<file path="src/rtl/cmd_trigger_pkg.sv">
// Shared types and constants for the command trigger gate and its edge synchroniser.
package cmd_trigger_pkg;

  localparam int CNT_W     = 16;
  localparam int TRG_CNT_W = 32;
  localparam logic [CNT_W-1:0] VETO_SAT = 16'hFFFF;

  typedef enum logic [2:0] {
    ST_IDLE       = 3'd0,
    ST_DELAY      = 3'd1,
    ST_FIRE       = 3'd2,
    ST_WAIT_ACK   = 3'd3,
    ST_WAIT_READY = 3'd4,
    ST_DEAD       = 3'd5
  } state_t;

  // An edge veto and a fire veto may land in the same cycle, hence a 2-bit increment.
  function automatic logic [CNT_W-1:0] veto_add(input logic [CNT_W-1:0] cur,
                                                input logic [1:0]       inc);
    logic [CNT_W:0] sum;
    sum = {1'b0, cur} + {{(CNT_W-1){1'b0}}, inc};
    if (sum > {1'b0, VETO_SAT}) begin
      veto_add = VETO_SAT;
    end else begin
      veto_add = sum[CNT_W-1:0];
    end
  endfunction

endpackage

</file>
<file path="src/rtl/cmd_trigger_edge_sync.sv">
// Multi-stage synchroniser for an asynchronous trigger followed by rising-edge detection.
module cmd_trigger_edge_sync #(
  parameter int SYNC_STAGES = 2
) (
  input  logic clk_i,
  input  logic rst_i,
  input  logic async_i,
  output logic edge_o
);

  logic [SYNC_STAGES-1:0] sync_q;
  logic                   last_q;

  // Synchroniser chain plus one extra flop holding the previous synchronised level.
  always_ff @(posedge clk_i or posedge rst_i) begin
    if (rst_i) begin
      sync_q <= {SYNC_STAGES{1'b0}};
      last_q <= 1'b0;
    end else begin
      sync_q <= {sync_q[SYNC_STAGES-2:0], async_i};
      last_q <= sync_q[SYNC_STAGES-1];
    end
  end

  assign edge_o = sync_q[SYNC_STAGES-1] & ~last_q;

endmodule

</file>
<file path="src/rtl/cmd_trigger_gate.sv">
// Trigger conditioner: delay, fire, acknowledge watch and dead time before re-arming.
// Optional build macro CMD_TRIGGER_TIMESTAMP_EN adds the TRIGGER_TIMESTAMP output.
module cmd_trigger_gate
  import cmd_trigger_pkg::*;
#(
  parameter int SYNC_STAGES = 2,
  parameter int ACK_TIMEOUT = 4
) (
  input  logic                 CMD_CLK,
  input  logic                 CMD_RST,
  input  logic                 TRIGGER_IN,
  input  logic                 TRIGGER_ENABLE,
  input  logic [CNT_W-1:0]     CONF_DELAY,
  input  logic [CNT_W-1:0]     CONF_DEAD_TIME,
  input  logic [TRG_CNT_W-1:0] CONF_MAX_TRIGGERS,
  input  logic                 CMD_READY,
  output logic                 CMD_EXT_START_FLAG,
  output logic [TRG_CNT_W-1:0] TRIGGER_COUNT,
  output logic [CNT_W-1:0]     VETO_COUNT,
  output logic                 BUSY,
  output logic                 DONE,
`ifdef CMD_TRIGGER_TIMESTAMP_EN
  output logic [31:0]          TRIGGER_TIMESTAMP,
`endif
  output logic                 ACK_ERROR
);

  localparam int ACK_W = $clog2(ACK_TIMEOUT + 1);
  localparam logic [ACK_W-1:0] ACK_LAST = ACK_W'(ACK_TIMEOUT - 1);

  state_t                 state_q, state_d;
  logic [CNT_W-1:0]       cnt_q, cnt_d;
  logic [ACK_W-1:0]       ack_q, ack_d;
  logic                   flag_q, flag_d;
  logic [TRG_CNT_W-1:0]   trg_q, trg_d;
  logic [CNT_W-1:0]       veto_q, veto_d;
  logic                   busy_q, busy_d;
  logic                   done_q, done_d;
  logic                   err_q, err_d;
  logic                   edge_s, accept_s, veto_edge_s, veto_fire_s;

  cmd_trigger_edge_sync #(.SYNC_STAGES(SYNC_STAGES)) u_edge_sync (
    .clk_i   (CMD_CLK),
    .rst_i   (CMD_RST),
    .async_i (TRIGGER_IN),
    .edge_o  (edge_s)
  );

  assign accept_s = edge_s & TRIGGER_ENABLE & ~done_q;

  // Sequencing, counting and veto accounting; delay and dead time share one down-counter.
  always_comb begin
    state_d     = state_q;
    cnt_d       = cnt_q;
    ack_d       = ack_q;
    flag_d      = 1'b0;
    trg_d       = trg_q;
    err_d       = err_q;
    veto_fire_s = 1'b0;
    if (accept_s && (state_q != ST_IDLE)) begin
      veto_edge_s = 1'b1;
    end else begin
      veto_edge_s = 1'b0;
    end
    case (state_q)
      ST_IDLE: begin
        if (accept_s) begin
          state_d = ST_DELAY;
          cnt_d   = CONF_DELAY;
        end else begin
          state_d = ST_IDLE;
        end
      end
      ST_DELAY: begin
        if (cnt_q == 16'd0) begin
          state_d = ST_FIRE;
        end else begin
          cnt_d = cnt_q - 16'd1;
        end
      end
      ST_FIRE: begin
        ack_d = {ACK_W{1'b0}};
        if (CMD_READY) begin
          flag_d  = 1'b1;
          trg_d   = trg_q + 32'd1;
          state_d = ST_WAIT_ACK;
        end else begin
          veto_fire_s = 1'b1;
          state_d     = ST_WAIT_READY;
        end
      end
      ST_WAIT_ACK: begin
        if (!CMD_READY) begin
          state_d = ST_WAIT_READY;
        end else if (ack_q == ACK_LAST) begin
          err_d   = 1'b1;
          state_d = ST_WAIT_READY;
        end else begin
          ack_d = ack_q + {{(ACK_W-1){1'b0}}, 1'b1};
        end
      end
      ST_WAIT_READY: begin
        if (CMD_READY) begin
          state_d = ST_DEAD;
          cnt_d   = CONF_DEAD_TIME;
        end else begin
          state_d = ST_WAIT_READY;
        end
      end
      ST_DEAD: begin
        if (cnt_q == 16'd0) begin
          state_d = ST_IDLE;
        end else begin
          cnt_d = cnt_q - 16'd1;
        end
      end
      default: begin
        state_d = ST_IDLE;
      end
    endcase
    veto_d = veto_add(veto_q, {1'b0, veto_edge_s} + {1'b0, veto_fire_s});
    busy_d = (state_d != ST_IDLE);
    done_d = (CONF_MAX_TRIGGERS != 32'd0) && (trg_q >= CONF_MAX_TRIGGERS);
  end

  // State and registered outputs.
  always_ff @(posedge CMD_CLK or posedge CMD_RST) begin
    if (CMD_RST) begin
      state_q <= ST_IDLE;
      cnt_q   <= 16'd0;
      ack_q   <= {ACK_W{1'b0}};
      flag_q  <= 1'b0;
      trg_q   <= 32'd0;
      veto_q  <= 16'd0;
      busy_q  <= 1'b0;
      done_q  <= 1'b0;
      err_q   <= 1'b0;
    end else begin
      state_q <= state_d;
      cnt_q   <= cnt_d;
      ack_q   <= ack_d;
      flag_q  <= flag_d;
      trg_q   <= trg_d;
      veto_q  <= veto_d;
      busy_q  <= busy_d;
      done_q  <= done_d;
      err_q   <= err_d;
    end
  end

  assign CMD_EXT_START_FLAG = flag_q;
  assign TRIGGER_COUNT      = trg_q;
  assign VETO_COUNT         = veto_q;
  assign BUSY               = busy_q;
  assign DONE               = done_q;
  assign ACK_ERROR          = err_q;

`ifdef CMD_TRIGGER_TIMESTAMP_EN
  logic [31:0] free_q, ts_q;

  // Free-running time base, sampled into the timestamp as the start flag is raised.
  always_ff @(posedge CMD_CLK or posedge CMD_RST) begin
    if (CMD_RST) begin
      free_q <= 32'd0;
      ts_q   <= 32'd0;
    end else begin
      free_q <= free_q + 32'd1;
      if (flag_d) begin
        ts_q <= free_q;
      end else begin
        ts_q <= ts_q;
      end
    end
  end

  assign TRIGGER_TIMESTAMP = ts_q;
`endif

endmodule

</file>
<file path="config.mk">
export PLATFORM = sky130hd
export DESIGN_NAME = cmd_trigger_gate
export DESIGN_NICKNAME = d
export VERILOG_FILES = /design/src/rtl/cmd_trigger_pkg.sv /design/src/rtl/cmd_trigger_edge_sync.sv /design/src/rtl/cmd_trigger_gate.sv
export SDC_FILE = /design/constraint.sdc
export NUM_CORES = 1
export LEC_CHECK = 0
export ABC_AREA = 1
export CAP_MARGIN = 20
export CORE_ASPECT_RATIO = 2
export CORE_MARGIN = 1
export CORE_UTILIZATION = 45
export CTS_CLUSTER_SIZE = 8
export DETAILED_ROUTE_END_ITERATION = 12
export GPL_TIMING_DRIVEN = 0
export PLACE_DENSITY_LB_ADDON = 0.08
export SYNTH_ARGS = -nofsm -noshare
export SYNTH_HDL_FRONTEND = slang
export SYNTH_HIERARCHICAL = 1
export SYNTH_SLANG_ARGS = --single-unit
</file>
<file path="constraint.sdc">
create_clock -name CMD_CLK -period 2.2 [get_ports CMD_CLK]
set_input_delay 0.33 -clock CMD_CLK [delete_from_list [all_inputs] [get_ports CMD_CLK]]
set_output_delay 0.33 -clock CMD_CLK [all_outputs]
set_load 0.005 [all_outputs]
</file>
* Word level (Yosys, flattened, before mapping)
Cells that the tools add are included.
** Storage, ports and cells
- Flip-flop bits (word level) :: 77
- Word-level logic and storage cells :: 69
** Cells by class
- Eq/ne operators :: 11
- Mux-type cells :: 21
- $lt $le $gt $ge :: 2
- Reduce and logical (&&, ||, !) cells :: 14
- Add/sub/neg operators :: 5
- Bitwise operators :: 5
** Operators by type and width (number)
- two-way mux 16 bit :: 4
- one-hot mux 16 bit (3 select lines) :: 1
- adder 32 x 1 -> 32 bit, second input constant :: 1
- greater-or-equal comparator 32 bit :: 1
- nonzero test 32 bit :: 1
- two-way mux 3 bit :: 7
- one-hot mux 3 bit (6 select lines) :: 1
- adder 16 x 2 -> 17 bit :: 1
- > comparator 17 x 16 -> 1 bit, second input constant :: 1
- zero test 16 bit :: 1
- subtractor 16 x 1 -> 16 bit, second input constant :: 1
- != test 2 bit, second input constant :: 5
- == test 3 x 2 -> 1 bit, second input constant :: 3
- nonzero test 3 bit :: 3
- two-way mux 1 bit :: 7
- == test 3 bit, second input constant :: 2
- one-hot mux 3 bit (2 select lines) :: 1
- AND reduction 3 bit :: 2
- AND reduction 4 bit :: 1
- adder 3 x 1 -> 3 bit, second input constant :: 1
- AND 1 bit :: 3
- == test 3 x 1 -> 1 bit, second input constant :: 1
- zero test 3 bit :: 1
- adder 1 x 1 -> 2 bit :: 1
- 5 further kinds :: 7

* Logic depth before layout (Yosys ltp)
Gate-level depths: netlist of run 1.
- Depth after elaboration :: 10
- Depth in mapped cells :: 15
- Mapped depth without buffers :: 15

* Modules after synthesis
Netlist of run 1, hierarchy kept.
** By module, submodules not included
- cmd_trigger_gate :: instances 1, cells each 688, area each 5002.3 µm²
- cmd_trigger_edge_sync :: instances 1, cells each 6, area each 88.8 µm²

* Worst setup path before layout of run 1
Ideal clock, no wire load.
- Path kind :: reg-to-reg
- From :: register state_q[0]
- To :: register veto_q[11] (netlist: VETO_COUNT[11])
- Cell stages (with the launch flop) :: 14
- Arrival time :: 2139 ps
- Setup slack :: -76 ps
- Path buffers :: 1
- Cells stage by stage :: dfrtp_1 > nor2_1 > nand2_1 > nand2_1 > inv_1 > fa_1 > ha_1 > nand3_1 > nor2_1 > nand4_1 > nor2_1 > nand2_1 > clkbuf_1 > nand3_1
** Between the ends
- Longest elaborated chain between the ends :: 7
** RTL lines
- start, declared :: line cmd_trigger_gate.sv:31 : state_t state_q, state_d;
- start signal, assigned :: line cmd_trigger_gate.sv:139 : state_q <= state_d;
- nonzero test 3 bit :: line cmd_trigger_gate.sv:60 : if (accept_s && (state_q != ST_IDLE)) begin
- logical AND 1 bit :: line cmd_trigger_gate.sv:60
- two-way mux 1 bit :: line cmd_trigger_gate.sv:60
- adder 1 x 1 -> 2 bit * :: line cmd_trigger_gate.sv:121 : veto_d = veto_add(veto_q, {1'b0, veto_edge_s} + {1'b0, veto_fire_s});
- adder 16 x 2 -> 17 bit * :: line cmd_trigger_pkg.sv:21 : sum = {1'b0, cur} + {{(CNT_W-1){1'b0}}, inc};
- > comparator 17 x 16 -> 1 bit :: line cmd_trigger_pkg.sv:22 : if (sum > {1'b0, VETO_SAT}) begin
- two-way mux 16 bit * :: line cmd_trigger_pkg.sv:22
- net veto_d[11] :: line cmd_trigger_gate.sv:36 : logic [CNT_W-1:0] veto_q, veto_d;
- end signal, assigned :: line cmd_trigger_gate.sv:144 : veto_q <= veto_d;
- end, declared :: line cmd_trigger_gate.sv:36
The timed path passes the listed nets; every way through them passes the cells marked *.
A chain may end at the register's enable or synchronous reset.

* Worst setup path after layout of run 1
- From :: register state_q[2]
- To :: register veto_q[15] (netlist: VETO_COUNT[15])
The elaborated chain is that of the path after synthesis.

==> results of run 1 <==
-- registers in the layout (all words and copies together) (netlist names) --
register and count:
BUSY 1, cnt_q 16, TRIGGER_COUNT 32, CMD_EXT_START_FLAG 1
ack_q 3, u_edge_sync/last_q 1, state_q 3, DONE 1
VETO_COUNT 16, ACK_ERROR 1, u_edge_sync/sync_q 2
-- per-stage QoR --
step	total power [uW]	instances	setup WS (ns)
3_5_place_dp	1938	955	-0.8760
3_3_place_gp	1918	954	-0.8260
2_1_floorplan	1672	694	0.006021
4_1_cts	3317	987	-0.06118
5_1_grt	3452	995	-0.2311
6_report	3323	995	-0.06572
-- area by class of cell --
class / count / area (um2) / area share, %
inverters: 110 / 416.7 / 5.862
clock buffers: 10 / 229.0 / 3.221
clock inverters: 6 / 40.04 / 0.5633
plain buffers: 8 / 65.06 / 0.9153
flip-flops and latches: 77 / 1929 / 27.14
repair buffers: 145 / 1408 / 19.80
multi-input cells: 499 / 2845 / 40.03
well taps: 140 / 175.2 / 2.464
-- synth_stat cells, types with 2 or more instances --
cell type  instances
clkbuf_1           3
nand3_1           50
inv_1            107
xor2_1            21
a21oi_1           19
nand3b_1           2
ha_1              37
inv_2              3
nand2_1          186
dfrtp_1           77
nor4_1             4
nand4_1           20
nor2_2             3
o21a_1             2
buf_2              4
xnor2_1           16
a22o_1             5
o21ai_0           29
and3_1             2
nor2_1            73
nor3_1            16
-- logic make-up after synthesis --
family	Yosys count
AOI/OAI and AO/OA	62
xor gates and xnor gates	37
adders and majority gates	38
buffers and inverters	118
DFF	77
and+or+nand+nor	362
-- metal layers --
metal | vias up | GRT usage (%) | wire, um
met3 | 40 | 3.533 | 480
met1 | 2390 | 25.21 | 5167
met5 | - | 0 | 0
met4 | 0 | 15.36 | 671
met2 | 124 | 52.84 | 8713
li1 | 2543 | - | -
-- how the worst max path moves through the flow --
| stage | start | endpoint | slack [ns] | cells after the start |
|---|---|---|---|---|
| final | state_q[2]$_DFF_PP0_ | VETO_COUNT[15]$_DFF_PP0_ | -0.07 | 15 |
| after global routing | u_edge_sync/sync_q[1]$_DFF_PP0_ | VETO_COUNT[14]$_DFF_PP0_ | -0.23 | 15 |
| after CTS | u_edge_sync/sync_q[1]$_DFF_PP0_ | VETO_COUNT[11]$_DFF_PP0_ | -0.06 | 15 |
| after detailed placement | CMD_READY | VETO_COUNT[13]$_DFF_PP0_ | -0.88 | 11 |
| after global placement | CMD_READY | VETO_COUNT[13]$_DFF_PP0_ | -0.83 | 11 |
| after floorplan | state_q[2]$_DFF_PP0_ | VETO_COUNT[14]$_DFF_PP0_ | 0.006 | 12 |
-- power by group through the flow --
stage               Sequential, uW  Clock [uW]  Combinational, uW
finish                        1530        1350                443
global route                  1530        1430                490
CTS                           1520        1380                416
detailed placement            1540           0                398
global placement              1540           0                383
floorplan                     1530           0                138
-- repair_timing --
action / 4_1_cts / 5_1_grt
endpoints found under the setup margin: 16 / 31
setup buffers: 15 / 8
pin swaps: 10 / 13
cloned: 1 / 0
gates resized for setup: 19 / 41
hold endpoints to repair: 0 / 0
==> flow_summary.ini, run 1 <==
[cells_and_area]
insertedDiodeCount = 0
fillers = 983
area_delta_synth_final_pct = 39.62
final_util_pct = 64.94
layout.nets = 957
mostFrequentLayoutCells = nand2_1, clkdlybuf4s50_1, inv_1
mostFrequentLayoutCell = nand2_1
fin_area_um2 = 7108
drive_gt1_share_pct = 10.29

[clock_tree]
clkTransAtPathRegs_ns = 0.06
cts_made_buffers = 9
root_buffer = clkbuf_16
htreeDepth = 3
clk_latency_ns = 0.34
hold_buffers = 0
clockBufferDepth = 2
tritoncts = built
cts.sinks = 77

[critical_path]
r2r_cells = 15
path_max_fanout = 4
rr_endpoint = VETO_COUNT[15]$_DFF_PP0_
cp_top_family = simple AND/OR/NAND/NOR gates
cp.buffers_inverters = 6
rr_startpoint = state_q[2]$_DFF_PP0_
required_ns = 2.44
reg2reg_slack_ns = -0.07
critPathKind = reg -> reg
cp.arrival_ns = 2.51
cp-end-kind = flop
critPathMaxStageDelay_ns = 0.42
path_cells = inv_2 > buf_4 > nand2_2 > nand2_2 > inv_2 > fa_2 > ha_4 > nand3_4 > nor2_4 > nand4_1 > buf_4 > buf_4 > nand4_1 > nand2_1 > inv_1
startpoint_type = flop
cp_slowest_cell = fa_2
worst_path_most_repeated_cell = buf_4

[synthesis]
yosys.area_share.simple_pct = 30.65
yosysTopAreaCell = dfrtp_1
synth-compound-area-share_pct = 6.857
synth_seq_cells = 77
synth_cells = 694
avgSynthCellArea_um2 = 7.336
synth_fa_ha_area_share_pct = 9.486
synth.cell_area_um2 = 5091
synth_xor_area_share_pct = 6.365
synthMuxAreaShare_pct = 0
async_reset_ff_share_pct = 100.0
synth_area_leaders = dfrtp_1, nand2_1, ha_1, inv_1, nor2_1
synth_top_family_by_area = simple AND/OR/NAND/NOR gates
syn_nets = 801
yosysSeqAreaShare_pct = 37.85
ys.flop_type = dfrtp_1
synth_top_area_share_pct = 37.85
ys_warn_count = 6
ys_types = 36
synth-edff-count = 0

[placement]
io_buffers = 120
dp_hpwl_um = 11580
gp_congestion = 0.9524
dpl_cell_area_um2 = 6492

[job]
drv_cap = 0

[global_routing]
grt_first_pass_wirelength_um = 24430
overflow = 0
grt_pass1_vias = 5237
grt_max_degree = 40
track_usage_pct = 26.79
antenna_found_initial = 0

[sta]
finalSetupViolations = 14
post-route-min-period_ns = 2.266
relSlewSlack_pct = 46.23
rsz0062_at_grt = true
max_freq_mhz = 441.4
postLayoutSetupSlackWorst_ns = -0.06572
maxSlewViolCount = 0
hold_viol = 0
finalSetupTns_ns = -0.4062
whs_ns = 0.2331
skew_ns = 0.008532
fin_crit_sh_pct = 103.0
worst_slew_pin_slew_ns = 0.8048

[floorplanning]
core-area_um2 = 10950
ios = 121
die_x_um = 77.21
die_y_um = 152.4
die_area_um2 = 11770
start_util_pct = 46.51
rows = 54

[power]
power_frac_comb_pct = 13.3
p_seq_share_pct = 45.9
peakVddDrop_uv = 487.6
leakage_uw = 0.003680
switching_share_pct = 24.99
p_switching_uw = 830.7
power.density_nw_per_um2 = 467.6
pwr-share-clk_pct = 40.7
p_int_uw = 2493

[detailed_routing]
drt_first_pass_iters = 4
wl_um = 15030
drt_iter0_markers = 254
drc_errors = 0
drtAntennaViolNets = 0
routedWlPerCell_um = 15.11
vias = 5097
viasPerCell = 5.123

[outcome]
violations = negative setup slack
status = complete, but fails checks

[worst_hold_path]
hold_path_class = in -> async
(Power assumes the default switching activity.)
==> run 2: changes to the inputs <==
--- a/config.mk
+++ b/config.mk
@@ -13,6 +13,7 @@
 export CTS_CLUSTER_SIZE = 8
 export DETAILED_ROUTE_END_ITERATION = 12
 export GPL_TIMING_DRIVEN = 0
+export MAX_ROUTING_LAYER = met4
 export PLACE_DENSITY_LB_ADDON = 0.08
 export SYNTH_ARGS = -nofsm -noshare
 export SYNTH_HDL_FRONTEND = slang
==> constraint.sdc (replaced) <==
create_clock -name CMD_CLK -period 2.4 [get_ports CMD_CLK]
set_input_delay 0.36 -clock CMD_CLK [delete_from_list [all_inputs] [get_ports CMD_CLK]]
set_output_delay 0.36 -clock CMD_CLK [all_outputs]
set_load 0.005 [all_outputs]
==> run 2 against run 1 <==
  * The run now ends clean
  * Largest cell class unchanged
  * Power is 6.6% lower
  * Hold slack better by 0.031 ns
  * Die area stayed put
  * Sequential share of layout area is 0.57 points higher
  * Clock skew is 0.0027 ns higher
  * Critical endpoint is now VETO_COUNT[11]$_DFF_PP0_
  * First-iteration DRC count is 41% lower
  * Setup slack better by 0.17 ns
  * Non-clock buffer count is 11 lower
  * Highest routed layer unchanged
==> flow_summary.ini, run 2 (synthesis gave the netlist of run 1 again) <==
[detailed_routing]
drc_errors = 0
viasPerCell = 5.159
drt_iter0_markers = 150
vias = 5076
drt_first_pass_iters = 4
wl_um = 14810
drtAntennaViolNets = 0
routedWlPerCell_um = 15.05

[sta]
post-route-min-period_ns = 2.295
whs_ns = 0.2645
hold_viol = 0
relSlewSlack_pct = 62.46
finalSetupViolations = 0
fin_crit_sh_pct = 95.64
worst_slew_pin_slew_ns = 0.5588
max_freq_mhz = 435.7
skew_ns = 0.01123
maxSlewViolCount = 0
postLayoutSetupSlackWorst_ns = 0.1046

[critical_path]
required_ns = 2.61
cp_top_family = simple AND/OR/NAND/NOR gates
cp.arrival_ns = 2.51
cp_slowest_cell = dfrtp_1
critPathMaxStageDelay_ns = 0.43
critPathKind = reg -> reg
path_max_fanout = 10
path_cells = nor2_2 > nand2_1 > nand2_2 > inv_2 > fa_2 > ha_4 > nand3_2 > nor2_2 > nand4_1 > nor2_1 > nand2_1 > clkbuf_8 > nand3_1
cp-end-kind = flop
cp.buffers_inverters = 2
startpoint_type = flop

[floorplanning]
die_y_um = 152.4
core-area_um2 = 10950
start_util_pct = 46.51
ios = 121
die_area_um2 = 11770
die_x_um = 77.21
rows = 54

[cells_and_area]
regArea_um2 = 1928
fillers = 991
layout.nets = 946
fin_area_um2 = 6957
area_delta_synth_final_pct = 36.64
multiInputGateArea_um2 = 2775
mostFrequentLayoutCell = nand2_1
mostFrequentLayoutCells = nand2_1, clkdlybuf4s50_1, inv_1
drive_gt1_share_pct = 7.346
final_cells = 984
insertedDiodeCount = 0
largest_reg_flops = 32

[clock_tree]
cts_made_buffers = 9
root_buffer = clkbuf_16
hold_buffers = 0
clk_latency_ns = 0.33
clockBufferDepth = 2
cts.sinks = 77
clkTransAtPathRegs_ns = 0.07
tritoncts = built
htreeDepth = 3

[placement]
io_buffers = 120
dp_hpwl_um = 11630
gp_congestion = 0.9424
dpl_cell_area_um2 = 6497
place_worst_setup_slack_ns = -0.7268
dp.cells = 955

[worst_hold_path]
hold_path_class = in -> async

[global_routing]
antenna_found_initial = 0
grt_pass1_vias = 5218
grt_first_pass_wirelength_um = 24280
overflow = 0
track_usage_pct = 27.03
grt_max_degree = 72

[power]
p_total_uw = 3104
peakVddDrop_uv = 458.8
leakage_uw = 0.003590
power.density_nw_per_um2 = 446.3

[job]
drv_cap = 0

[outcome]
status = complete, no violations
[run 2: cell count changes in the layout (fill, tap and decap cells not counted), moves of 2 or more]
| cell | before | now |
|---|---|---|
| nor2_4 | 3 | 0 |
| o21ai_0 | 23 | 29 |
| buf_2 | 1 | 4 |
| o21ai_1 | 5 | 0 |
| nand2_1 | 175 | 184 |
| buf_6 | 4 | 0 |
| buf_4 | 23 | 13 |
| nor2_1 | 66 | 68 |
| nand2_2 | 10 | 2 |
[run 2: worst paths after layout]
kind	from	end	slack, ns	depth (start not counted)
max in group asynchronous	CMD_RST	state_q[0]$_DFF_PP0_	1.57	3
hold reg to reg	u_edge_sync/sync_q[0]$_DFF_PP0_	u_edge_sync/sync_q[1]$_DFF_PP0_	0.35	0
setup / recovery	state_q[1]$_DFF_PP0_	VETO_COUNT[11]$_DFF_PP0_	0.10	13
min in group CMD_CLK	u_edge_sync/sync_q[0]$_DFF_PP0_	u_edge_sync/sync_q[1]$_DFF_PP0_	0.35	0
setup reg to reg	state_q[1]$_DFF_PP0_	VETO_COUNT[11]$_DFF_PP0_	0.10	13
hold / removal	CMD_RST	cnt_q[10]$_DFFE_PP0P_	0.26	2
[run 2: worst register-to-register path, stage by stage (launching register included)]
cell	delay, ns
dfrtp_1	0.43
nor2_2	0.18
nand2_1	0.13
nand2_2	0.10
inv_2	0.05
fa_2	0.39
ha_4	0.18
nand3_2	0.08
nor2_2	0.05
nand4_1	0.15
nor2_1	0.09
nand2_1	0.09
clkbuf_8	0.17
nand3_1	0.08
[run 2: area by class of cell]
class | count | area share (%)
Inverter | 110 | 5.971
Buffer | 8 | 0.6475
Clock inverter | 6 | 0.9173
Timing Repair Buffer | 134 | 19.05
Clock buffer | 10 | 3.291
Tap cell | 140 | 2.518
Multi-Input combinational cell | 499 | 39.89
Sequential cell | 77 | 27.72
[run 2: timing repair]
item | 4_1_cts | 5_1_grt
gates resized for setup | 12 | 10
endpoints found under the setup margin | 16 | 16
pin swaps | 3 | 4
buffers inserted | 11 | 2
[run 2: stage by stage]
stage	TNS [ns]	util, %
after floorplan	0	-
after global placement	-95.44	59.09
after detailed placement	-9.389	59.36
after CTS	0	63.12
after global routing	-0.01940	63.56
final	0	63.56
[run 2: per-layer routing]
| metal | up-vias | share of wire [%] | global-route usage, % |
|---|---|---|---|
| li1 | 2510 | - | - |
| met4 | 0 | 3.9 | 13.21 |
| met2 | 126 | 58 | 52.38 |
| met3 | 36 | 2.7 | 3.114 |
| met1 | 2404 | 35 | 25.17 |
| met5 | - | 0 | - |
[run 2: where the power goes]
| group | switching (uW) | internal, uW |
|---|---|---|
| Sequential | 53.0 | 1340 |
| Combinational | 143 | 227 |
| Clock | 536 | 804 |
==> run 3: changes to the inputs <==
--- a/config.mk
+++ b/config.mk
@@ -15,6 +15,7 @@
 export GPL_TIMING_DRIVEN = 0
 export MAX_ROUTING_LAYER = met4
 export PLACE_DENSITY_LB_ADDON = 0.08
+export SLEW_MARGIN = 20
 export SYNTH_ARGS = -nofsm -noshare
 export SYNTH_HDL_FRONTEND = slang
 export SYNTH_HIERARCHICAL = 1
==> run 3 against run 2 <==
  * Fmax fell by 0.56%
  * Clock-buffer cell count fell by 1
  * Global-route usage rose by 0.44 points
  * Hold slack improved by 0.0024 ns
  * Die area did not move
  * Non-clock buffer count rose by 3
  * Combinational power rose by 1%
  * Clock power barely moved
  * First-iteration DRC count rose by 50%
  * Design area rose by 0.59%
  * Critical path type unchanged
  * Critical endpoint unchanged
  * Largest cell class unchanged
==> flow_summary.ini, run 3 (synthesis gave the netlist of run 1 again) <==
[sta]
whs_ns = 0.2669
hold_viol = 0
relSlewSlack_pct = 62.49
post-route-min-period_ns = 2.308
skew_ns = 0.008106
fin_crit_sh_pct = 96.17
maxSlewViolCount = 0
worst_slew_pin_slew_ns = 0.5583
max_freq_mhz = 433.2
finalSetupViolations = 0
rsz0062_at_grt = true

[critical_path]
cp-endpoint = VETO_COUNT[11]$_DFF_PP0_
cp.arrival_ns = 2.52
critPathKind = reg -> reg
startpoint_type = flop
critPathMaxStageDelay_ns = 0.44
cp_slowest_cell = dfrtp_1
cp-end-kind = flop
required_ns = 2.62
path_max_fanout = 10
r2r_cells = 13
reg2reg_slack_ns = 0.09
critPathLaunch = state_q[1]$_DFF_PP0_
path_cells = nor2_2 > nand2_2 > nand2_2 > inv_2 > fa_2 > ha_4 > nand3_4 > nor2_4 > nand4_1 > nor2_1 > nand2_2 > buf_8 > nand3_1
worst_path_most_repeated_cell = nand2_2
rr_startpoint = state_q[1]$_DFF_PP0_
rr_endpoint = VETO_COUNT[11]$_DFF_PP0_

[cells_and_area]
drive_gt1_share_pct = 8.383
fin_area_um2 = 6998
mostFrequentLayoutCell = nand2_1
insertedDiodeCount = 0
layout.nets = 949
mostFrequentLayoutCells = nand2_1, clkdlybuf4s50_1, inv_1
area_delta_synth_final_pct = 37.45
largest_reg_flops = 32

[floorplanning]
die_area_um2 = 11770
start_util_pct = 46.51
rows = 54
die_x_um = 77.21
die_y_um = 152.4
core-area_um2 = 10950
ios = 121

[placement]
dp_hpwl_um = 11630
io_buffers = 120
dpl_cell_area_um2 = 6490
gp_congestion = 0.9424

[power]
p_int_uw = 2283
power.density_nw_per_um2 = 440.7
p_total_uw = 3084
p_seq_share_pct = 45.3
power_frac_comb_pct = 12.2
leakage_uw = 0.003607
pwr-share-clk_pct = 42.5
switching_share_pct = 25.96
p_switching_uw = 800.6
peakVddDrop_uv = 449.5

[detailed_routing]
drc_errors = 0
viasPerCell = 5.136
wl_um = 15120
routedWlPerCell_um = 15.32
drtAntennaViolNets = 0
drt_iter0_markers = 225
vias = 5069
drt_first_pass_iters = 4

[clock_tree]
hold_buffers = 0
clkTransAtPathRegs_ns = 0.07
tritoncts = built
root_buffer = clkbuf_16
cts_made_buffers = 9
clk_latency_ns = 0.34
cts.sinks = 77
clockBufferDepth = 2
htreeDepth = 3

[outcome]
status = complete, no violations

[global_routing]
antenna_found_initial = 0
track_usage_pct = 27.47
grt_first_pass_wirelength_um = 24580
grt_max_degree = 41
overflow = 0
grt_pass1_vias = 5226

[job]
drv_cap = 0

[worst_hold_path]
hold_path_class = in -> async
## run 3: changes by cell type in the layout (fill, tap and decap cells not counted), moves of 2 or more
cell and delta:
nor2_2 -2, inv_6 +3, clkinv_2 -2, nand2_2 +3
nand2_1 -3, buf_4 +3, nor2_4 +2
## run 3: per-stage QoR
stage	cells	setup slack (ns)	utilization, %	TNS [ns]
after global placement	954	-1.173	59.09	-95.44
after CTS	985	0.002570	63.27	0
after global routing	987	-0.03345	63.93	-0.1040
after floorplan	694	0.1236	-	0
final	987	0.09181	63.93	0
after detailed placement	955	-0.7448	59.29	-9.585
## run 3: layer usage
metal  vias up  GRT usage, %  wire (um)
met1      2403         25.26       5284
li1       2513             -          -
met3        23         4.251        494
met4         0         10.60        400
met5         -             -          0
met2       130         54.15       8941
## run 3: power by group through the flow
stage / combinational [uW] / sequential (uW) / clock (uW)
global route: 419 / 1400 / 1380
global placement: 349 / 1410 / 0
finish: 375 / 1400 / 1310
CTS: 372 / 1390 / 1330
detailed placement: 362 / 1410 / 0
floorplan: 126 / 1410 / 0
## run 3: worst min-delay path by stage
| stage | cells past startpoint | startpoint | slack (ns) | to |
|---|---|---|---|---|
| after floorplan | 1 | CMD_RST | 0.11 | u_edge_sync/last_q$_DFF_PP0_ |
| after global placement | 0 | u_edge_sync/sync_q[0]$_DFF_PP0_ | 0.34 | u_edge_sync/sync_q[1]$_DFF_PP0_ |
| after CTS | 2 | CMD_RST | 0.26 | u_edge_sync/sync_q[1]$_DFF_PP0_ |
| after global routing | 2 | CMD_RST | 0.28 | u_edge_sync/sync_q[0]$_DFF_PP0_ |
| after detailed placement | 0 | u_edge_sync/sync_q[0]$_DFF_PP0_ | 0.34 | u_edge_sync/sync_q[1]$_DFF_PP0_ |
| final | 2 | CMD_RST | 0.27 | u_edge_sync/sync_q[1]$_DFF_PP0_ |
## run 3: repair_timing
item / in CTS / in global routing
setup endpoints to repair: 14 / 16
gates resized for setup: 15 / 17
hold endpoints to repair: 0 / 0
pin swaps: 7 / 15
setup buffers: 14 / 4
## run 3: critical path: cells and delay by family (launching register included)
family,cells,cell delay [ns]
buffers and inverters,2,0.19
and+or+nand+nor,9,0.93
DFF,1,0.44
adders and majority gates,2,0.62
## run 3: area by class of cell
cell class,count,area [um2]
Fill cell,986,3948
Multi-Input combinational cell,499,2806
Sequential cell,77,1928
Timing Repair Buffer,137,1344
Inverter,110,415.4
Clock buffer,9,225.2
Tap cell,140,175.2
Clock inverter,7,57.56
Buffer,8,46.29
